**src/rtl/min_max_active_reducer_pkg.sv**
```systemverilog
// rtl/min_max_active_reducer_pkg.sv - shared state encoding and mode constants for the min/max reducer
package min_max_active_reducer_pkg;

    localparam logic [1:0] ST_IDLE = 2'd0;
    localparam logic [1:0] ST_SCAN = 2'd1;
    localparam logic [1:0] ST_DONE = 2'd2;

    localparam logic MODE_MIN = 1'b0;
    localparam logic MODE_MAX = 1'b1;

endpackage

```
**src/rtl/min_max_compare_step.sv**
```systemverilog
// rtl/min_max_compare_step.sv - single-element take/keep decision for the min/max reducer
import min_max_active_reducer_pkg::*;

module min_max_compare_step #(
    parameter int NUMBER_SIZE = 4
) (
    input  logic signed [NUMBER_SIZE-1:0] value,
    input  logic                          activation,
    input  logic signed [NUMBER_SIZE-1:0] acc,
    input  logic                          acc_activation,
    input  logic                          mode,
    output logic                          take
);

    logic better;

    // Strict compare so an equal later element never displaces an earlier winner.
    always_comb begin
        better = 1'b0;
        if (mode == MODE_MAX) begin
            better = (value > acc);
        end else begin
            better = (value < acc);
        end
        take = activation && (!acc_activation || better);
    end

endmodule

```
**src/rtl/min_max_active_reducer.sv**
```systemverilog
// rtl/min_max_active_reducer.sv - sequential signed min/max over the active elements of a packed vector
import min_max_active_reducer_pkg::*;

module min_max_active_reducer #(
    parameter  int NUMBER_SIZE = 4,
    parameter  int NUM_INPUTS  = 8,
    localparam int INDEX_SIZE  = $clog2(NUM_INPUTS)
) (
    input  logic                              clk,
    input  logic                              reset,
    input  logic                              start,
    input  logic                              mode,
    input  logic [NUM_INPUTS*NUMBER_SIZE-1:0] numbers,
    input  logic [NUM_INPUTS-1:0]             activations,
    output logic                              in_ready,
    output logic [NUMBER_SIZE-1:0]            result,
    output logic                              result_activation,
    output logic [INDEX_SIZE-1:0]             result_index,
    output logic [INDEX_SIZE:0]               active_count,
    output logic                              out_valid,
    input  logic                              out_ready
);

    localparam logic [INDEX_SIZE-1:0] LAST_IDX = INDEX_SIZE'(NUM_INPUTS - 1);
    localparam logic [INDEX_SIZE-1:0] IDX_ONE  = INDEX_SIZE'(1);
    localparam logic [INDEX_SIZE:0]   CNT_ONE  = (INDEX_SIZE + 1)'(1);

    logic [1:0]                        state;
    logic [NUM_INPUTS*NUMBER_SIZE-1:0] numbers_q;
    logic [NUM_INPUTS-1:0]             activations_q;
    logic                              mode_q;
    logic [INDEX_SIZE-1:0]             scan_idx;

    logic signed [NUMBER_SIZE-1:0]     elem;
    logic                              elem_act;
    logic                              take;

    assign elem     = numbers_q[int'(scan_idx)*NUMBER_SIZE +: NUMBER_SIZE];
    assign elem_act = activations_q[scan_idx];

    assign in_ready  = (state == ST_IDLE);
    assign out_valid = (state == ST_DONE);

    min_max_compare_step #(
        .NUMBER_SIZE(NUMBER_SIZE)
    ) u_step (
        .value         (elem),
        .activation    (elem_act),
        .acc           ($signed(result)),
        .acc_activation(result_activation),
        .mode          (mode_q),
        .take          (take)
    );

    // The result registers double as the accumulator, so they hold their last
    // values after the acknowledge and are only cleared by reset or a new job.
    always_ff @(posedge clk) begin
        if (reset) begin
            state             <= ST_IDLE;
            numbers_q         <= '0;
            activations_q     <= '0;
            mode_q            <= MODE_MIN;
            scan_idx          <= '0;
            result            <= '0;
            result_activation <= 1'b0;
            result_index      <= '0;
            active_count      <= '0;
        end else begin
            case (state)
                ST_IDLE: begin
                    if (start) begin
                        numbers_q         <= numbers;
                        activations_q     <= activations;
                        mode_q            <= mode;
                        scan_idx          <= '0;
                        result            <= '0;
                        result_activation <= 1'b0;
                        result_index      <= '0;
                        active_count      <= '0;
                        state             <= ST_SCAN;
                    end
                end
                ST_SCAN: begin
                    if (elem_act) begin
                        active_count <= active_count + CNT_ONE;
                    end
                    if (take) begin
                        result            <= elem;
                        result_activation <= 1'b1;
                        result_index      <= scan_idx;
                    end
                    if (scan_idx == LAST_IDX) begin
                        state <= ST_DONE;
                    end else begin
                        scan_idx <= scan_idx + IDX_ONE;
                    end
                end
                ST_DONE: begin
                    if (out_ready) begin
                        state <= ST_IDLE;
                    end
                end
                default: begin
                    state <= ST_IDLE;
                end
            endcase
        end
    end

endmodule

```
**config.mk**
```make
export PLATFORM = sky130hd
export DESIGN_NAME = min_max_active_reducer
export DESIGN_NICKNAME = d
export VERILOG_FILES = /design/src/rtl/min_max_active_reducer_pkg.sv /design/src/rtl/min_max_compare_step.sv /design/src/rtl/min_max_active_reducer.sv
export SDC_FILE = /design/constraint.sdc
export NUM_CORES = 1
export LEC_CHECK = 0
export CAP_MARGIN = 15
export CORE_MARGIN = 2
export CORE_UTILIZATION = 45
export DETAILED_ROUTE_END_ITERATION = 16
export HOLD_SLACK_MARGIN = 0.03
export PLACE_DENSITY = 0.76
export REMOVE_ABC_BUFFERS = 1
export SLEW_MARGIN = 10
export SYNTH_ARGS = -nofsm -noshare
export SYNTH_HDL_FRONTEND = slang
export SYNTH_HIERARCHICAL = 1
export SYNTH_SLANG_ARGS = --single-unit
```
**constraint.sdc**
```tcl
create_clock -name clk -period 3.3 [get_ports clk]
set_input_delay 0.825 -clock clk [delete_from_list [all_inputs] [get_ports clk]]
set_output_delay 0.825 -clock clk [all_outputs]
set_load 0.01 [all_outputs]
```
==> impl_metrics.json, run 1 <==
{
  "irDropWorstVdd_uv": 214,
  "clock_sinks": 58,
  "post-cts-setup-buffers": 0,
  "die_h_um": 79.3,
  "cp.arrival_ns": 3.24,
  "pwr-share-clk_pct": 37.3,
  "ctsHoldBuffers": 0,
  "cts_max_level": 3,
  "synth_flop_cell": "dfxtp_1",
  "rsz0062_at_grt": "no",
  "cp_max_fo": 8,
  "pwr-share-seq_pct": 49.7,
  "grt-ovfl-total": 0,
  "start_util_pct": 46.4,
  "nFillCells": 510,
  "layout_commonest_cell": "nand2_1",
  "hold_class": "reg -> reg",
  "drtIter0Drc": 136,
  "tritoncts": "yes",
  "dr.pass1.iters": 4,
  "tightest_slew_ns": 1.01,
  "async_reset_ff_share_pct": 0,
  "ys_seq_elements": 58,
  "cp-end-kind": "register",
  "critPathKind": "reg -> reg",
  "power.total_w": 0.00152,
  "power_switching_w": 0.000394,
  "synthCells": 301,
  "nNetsFinal": 407,
  "synth-edff-count": 0,
  "fin_crit_sh_pct": 92.3,
  "yosysSeqAreaShare_pct": 45.5,
  "syn_area_per_cell_um2": 8.48,
  "die-area_mm2": 0.00629,
  "intPower_w": 0.00113,
  "cp-start-kind": "register",
  "area_delta_synth_final_pct": 32.3,
  "cap_violations": 0,
  "combinationalPowerShare_pct": 13.1,
  "p_leak_nw": 1.25,
  "vias_per_cell": 5.22,
  "portBuffers": 58,
  "setup_tns_ns": 0,
  "ant_nets": 0,
  "final_cell_mix": "nand2_1, dfxtp_1, clkdlybuf4s50_1",
  "antenna_cells": 0,
  "path_clk_slew_ns": 0.07,
  "reg2reg_setup_slack_ns": 0.26,
  "hold_viol": 0,
  "fin_crit_ns": 3.04,
  "grt_usage_pct": 19.0,
  "io_pins": 59,
  "routed_wirelength_um": 5690,
  "yosys_warnings": 6,
  "num_vias": 2257,
  "clock-root-buffer": "clkbuf_8",
  "wl_per_cell_um": 13.2,
  "place.detailed.hpwl_um": 3930,
  "clock_skew_ns": 0.0105,
  "fin_ws_ns": 0.255,
  "grt_pass1_wl_um": 9060,
  "critPathRequiredTime_ns": 3.49,
  "gp_routability_congestion": 0.898,
  "clkLatencyLatePin_ns": 0.35,
  "rows": 27,
  "finalSetupViolCount": 0,
  "swShare_pct": 25.8,
  "max_freq_mhz": 328,
  "grt_pass1_vias": 2051,
  "core_area_mm2": 0.00551,
  "relSlewSlack_pct": 32.5,
  "die_w_um": 79.3,
  "grt_max_degree": 60,
  "outcome": "finished clean",
  "drc": 0,
  "r2r_cells": 12,
  "dpl_worst_slack_ns": 0.0782,
  "synth_area_mm2": 0.00255,
  "cts_made_buffers": 9,
  "hold_depth": 2,
  "slew_violations": 0,
  "synthDistinctLibCells": 30,
  "antenna_found_initial": 0,
  "clock_path_buffers": 2,
  "powerDensity_mw_per_mm2": 451,
  "final_layout_size_suffix_gt1_share_pct": 11.1
}
power groups by stage:
stage / clock network [W] / logic (W) / registers [W]
after detailed placement: 0 / 0.000201 / 0.000772
final: 0.000568 / 0.000199 / 0.000757
after global routing: 0.000613 / 0.000221 / 0.000760
after global placement: 0 / 0.000196 / 0.000770
after floorplan: 0 / 0.000102 / 0.000766
after CTS: 0.000580 / 0.000202 / 0.000756
routing by layer:
layer  vias to the layer above  global-route usage, %  part of all wire [%]
met5                         -                      0                     0
met2                        65                   30.6                    47
met1                      1041                   22.8                    45
li1                       1144                      -                     -
met4                         0                   7.59                   1.2
met3                         7                   7.27                   6.6
state kept, by name, indices dropped and copies added (netlist names):
| signal | flops |
|---|---|
| active_count | 4 |
| state | 2 |
| numbers_q | 32 |
| activations_q | 8 |
| mode_q | 1 |
| scan_idx | 3 |
| result_index | 3 |
| result | 4 |
| result_activation | 1 |
metrics by stage:
| stage | instances | hold slack (ns) | area [µm²] | util [%] |
|---|---|---|---|---|
| 2_1_floorplan | 279 | 0.427 | 2470 | - |
| 3_3_place_gp | 416 | 0.440 | 3210 | 58.2 |
| 3_5_place_dp | 416 | 0.446 | 3210 | 58.2 |
| 4_1_cts | 432 | 0.454 | 3380 | 61.3 |
| 5_1_grt | 432 | 0.467 | 3380 | 61.3 |
| 6_report | 432 | 0.452 | 3380 | 61.3 |
worst max-delay path, cell delays in order (launching register included):
cell and delay, ns:
dfxtp_2 0.50, buf_4 0.21, mux4_2 0.50, mux2_2 0.29, ha_1 0.19, nand2b_1 0.14, mux2i_1 0.17, nand3b_1 0.10
a31oi_1 0.20, and3b_1 0.28, nor2_1 0.09, a22oi_1 0.15, nor2_1 0.06
final timing paths:
check,startpoint,end
max,scan_idx[0],result_index[1]
min,numbers_q[15],numbers_q[15]
max reg2reg,scan_idx[0],result_index[1]
min reg2reg,numbers_q[15],numbers_q[15]
what timing repair did:
action | in CTS | in global routing
hold endpoints to repair | 0 | 0
setup endpoints to repair | 0 | 8
gates resized for setup | 0 | 1
Yosys cell counts (3+ instances only):
master | n | area share, %
a21oi_1 | 47 | 9.2
a22oi_1 | 5 | 1.5
a31oi_1 | 5 | 1.2
clkbuf_1 | 20 | 2.9
dfxtp_1 | 58 | 45
ha_1 | 7 | 3.4
inv_1 | 9 | 1.3
mux2_2 | 4 | 1.8
mux4_2 | 10 | 8.8
nand2_1 | 90 | 13
nand3_1 | 7 | 1.4
nor2_1 | 13 | 1.9
nor2b_1 | 3 | 0.74
nor3b_1 | 3 | 0.88
final cells by class:
cell class	instances	area (µm²)	share of cell area, %
Timing Repair Buffer	65	641	19.0
Inverter	9	33.8	1.00
Tap cell	72	90.1	2.67
Sequential cell	58	1160	34.4
Clock buffer	11	141	4.19
Multi-Input combinational cell	212	1280	37.9
Clock inverter	5	30.0	0.889
kinds of logic after synthesis:
logic type	synth area share [%]
simple gates	20.4
compound gates	14.2
flops	45.5
buf+inv	4.61
mux	11.9
fa+ha+maj	3.43
Note: power is estimated with default switching activity, not from simulation.
==> inputs of run 2 (changes only) <==
- SYNTH_HIERARCHICAL: 1 -> unset
==> run 2 against run 1 <==
- via count down 5.1%
- critical endpoint is now result_index[0]
- flip-flop and latch count is the same
- first-iteration DRC count shrank 14%
- core utilization rose by 0.82 points
- die area rose by 1.0%
- worst hold slack better by 0.0029 ns
- power is 7.4% higher
- synthesized cell count is 2.7% lower
- non-clock buffer count is the same
- area after synthesis increased by 1.1%
==> impl_metrics.json, run 2 <==
{
  "outcome": "finished clean",
  "clkLatencyLatePin_ns": 0.34,
  "final_layout_size_suffix_gt1_share_pct": 11.3,
  "clock_skew_ns": 0.00468,
  "slew_violations": 0,
  "synthDistinctLibCells": 33,
  "hold_viol": 0,
  "core_area_mm2": 0.00551,
  "tritoncts": "yes",
  "critPathKind": "reg -> reg",
  "synth_area_mm2": 0.00258,
  "max_freq_mhz": 336,
  "fin_ws_ns": 0.321,
  "synthCells": 293,
  "clock_sinks": 58,
  "cp_max_fo": 13,
  "routed-wl-met3_um": 233,
  "async_reset_ff_share_pct": 0,
  "die_w_um": 79.7,
  "clock_path_buffers": 2,
  "synthMostInstantiatedCell": "nand2_1",
  "area_delta_synth_final_pct": 32.6,
  "cts_made_buffers": 9,
  "dpl_worst_slack_ns": 0.323,
  "synth_top_area_cell": "dfxtp_1",
  "yosys_warnings": 0,
  "cp-start-kind": "register",
  "ys_seq_elements": 58,
  "rows": 27,
  "cp.arrival_ns": 3.25,
  "synth_common_cells": "nand2_1, dfxtp_1, a21oi_1, clkbuf_1, nor2_1",
  "whs_ns": 0.455,
  "relSlewSlack_pct": 49.9,
  "num_vias": 2141,
  "grt_max_degree": 48,
  "worstHoldEndpoint": "activations_q[4]",
  "dr.pass1.iters": 4,
  "largest-register": "numbers_q",
  "largest_reg_flops": 32,
  "dp_cells": 410,
  "routed_wirelength_um": 5580,
  "met2_length_um": 2750,
  "setup_tns_ns": 0,
  "powerDensity_mw_per_mm2": 478,
  "gp_routability_congestion": 0.793,
  "hold_class": "reg -> reg",
  "cp-end-kind": "register",
  "vias_per_cell": 5.04,
  "cap_violations": 0,
  "min-delay-start": "activations_q[4]",
  "synth_top_area_share_pct": 45.0,
  "nNetsFinal": 401,
  "fin_crit_ns": 2.98,
  "tightest_slew_ns": 0.751,
  "worst-path-buf-inv": 1,
  "ant_nets": 0,
  "synth-edff-count": 0,
  "grt_pass1_vias": 1986,
  "drtIter0Drc": 117,
  "fin_crit_sh_pct": 90.3,
  "synth_flop_cell": "dfxtp_1",
  "antenna_found_initial": 0,
  "reg2reg_setup_slack_ns": 0.32,
  "ys_top_cells_by_area": "dfxtp_1, nand2_1, mux4_2",
  "hold_depth": 2,
  "highest_layer": "met4",
  "reg_top3": "numbers_q: 32 flops, activations_q: 8 flops",
  "power.total_w": 0.00164,
  "cts_max_level": 3,
  "p_leak_nw": 1.29,
  "io_pins": 59,
  "place.detailed.hpwl_um": 3890,
  "grt-ovfl-total": 0,
  "cpLargestDelayFamily": "multiplexers",
  "start_util_pct": 46.9,
  "die_h_um": 79.7,
  "die-area_mm2": 0.00636,
  "clock-root-buffer": "clkbuf_8",
  "antenna_cells": 0,
  "portBuffers": 58,
  "path_cells": "mux4_2, mux2_2, ha_1, nor2b_1, o21ai_0, or3_1, a31oi_4, buf_4, mux2i_1",
  "nFillCells": 488,
  "post-cts-setup-buffers": 0,
  "m1WireLength_um": 2450,
  "worstReg2RegStart": "scan_idx[1]",
  "path_clk_slew_ns": 0.06,
  "ctsHoldBuffers": 0,
  "final_cells": 425,
  "grt_pass1_wl_um": 9160,
  "r2r_cells": 9,
  "finalSetupViolCount": 0,
  "irDropWorstVdd_uv": 239,
  "crit_slowest_cell": "dfxtp_1",
  "r2r_end": "result_index[0]",
  "grt_usage_pct": 19.1,
  "yosysSeqAreaShare_pct": 45.0,
  "layout_commonest_cell": "nand2_1",
  "drc": 0,
  "critical-path-max-stage-delay_ns": 0.68,
  "rsz0062_at_grt": "no",
  "critPathRequiredTime_ns": 3.57,
  "ctsResizeCount": 0,
  "wl_per_cell_um": 13.1,
  "final_cell_mix": "nand2_1, dfxtp_1, clkdlybuf4s50_1",
  "syn_area_per_cell_um2": 8.81
}
## run 2: cell type report
class	count	area [µm²]	share of cell area [%]
multi-input combinational	209	1320	38.5
clock buffer	13	169	4.93
clock inverter	2	35.0	1.02
sequential	58	1160	33.9
tap	72	90.1	2.63
timing repair buffer	65	628	18.3
inverter	6	22.5	0.658
## run 2: layer usage
| layer | global-route usage, % | up-vias |
|---|---|---|
| met5 | 0 | - |
| met4 | 9.66 | 0 |
| met3 | 5.09 | 12 |
| met2 | 31.2 | 46 |
| met1 | 23.2 | 975 |
| li1 | - | 1108 |
## run 2: power breakdown
group          total (W)  internal, W  switching [W]
Sequential      0.000757     0.000734      0.0000224
Combinational   0.000208     0.000112      0.0000964
Clock           0.000671     0.000405       0.000266
Total            0.00164      0.00125       0.000385
## run 2: worst max-delay path by stage
stage / from / to / slack, ns / depth (start not counted)
2_1_floorplan: scan_idx[0] / result[0] / 0.12 / 8
3_3_place_gp: scan_idx[1] / result_index[2] / 0.46 / 9
3_5_place_dp: scan_idx[1] / result[3] / 0.32 / 9
4_1_cts: scan_idx[1] / result_index[0] / 0.31 / 9
5_1_grt: scan_idx[1] / result_index[0] / 0.13 / 9
6_report: scan_idx[1] / result_index[0] / 0.32 / 9
## run 2: worst register-to-register path: cells and delay by family, from the launching register on
kind / cells / cell delay [ns]
compound gates: 2 / 0.32
fa+ha+maj: 1 / 0.32
buf+inv: 1 / 0.20
flops: 1 / 0.68
mux: 3 / 0.87
simple gates: 2 / 0.52
## run 2: stage by stage
stage	area (µm²)	util, %
6_report	3420	62.2
5_1_grt	3420	62.2
2_1_floorplan	2500	-
3_3_place_gp	3220	58.5
3_5_place_dp	3220	58.5
4_1_cts	3420	62.2
## run 2: kinds of logic after synthesis
| kind of cell | count (synthesis) | synth area share [%] |
|---|---|---|
| AOI/OAI and AO/OA | 51 | 11.7 |
| xor gates and xnor gates | 3 | 1.02 |
| adders and majority gates | 7 | 3.39 |
| buffers and inverters | 26 | 4.02 |
| DFF | 58 | 45.0 |
| muxes | 22 | 13.7 |
| and+or+nand+nor | 126 | 21.1 |
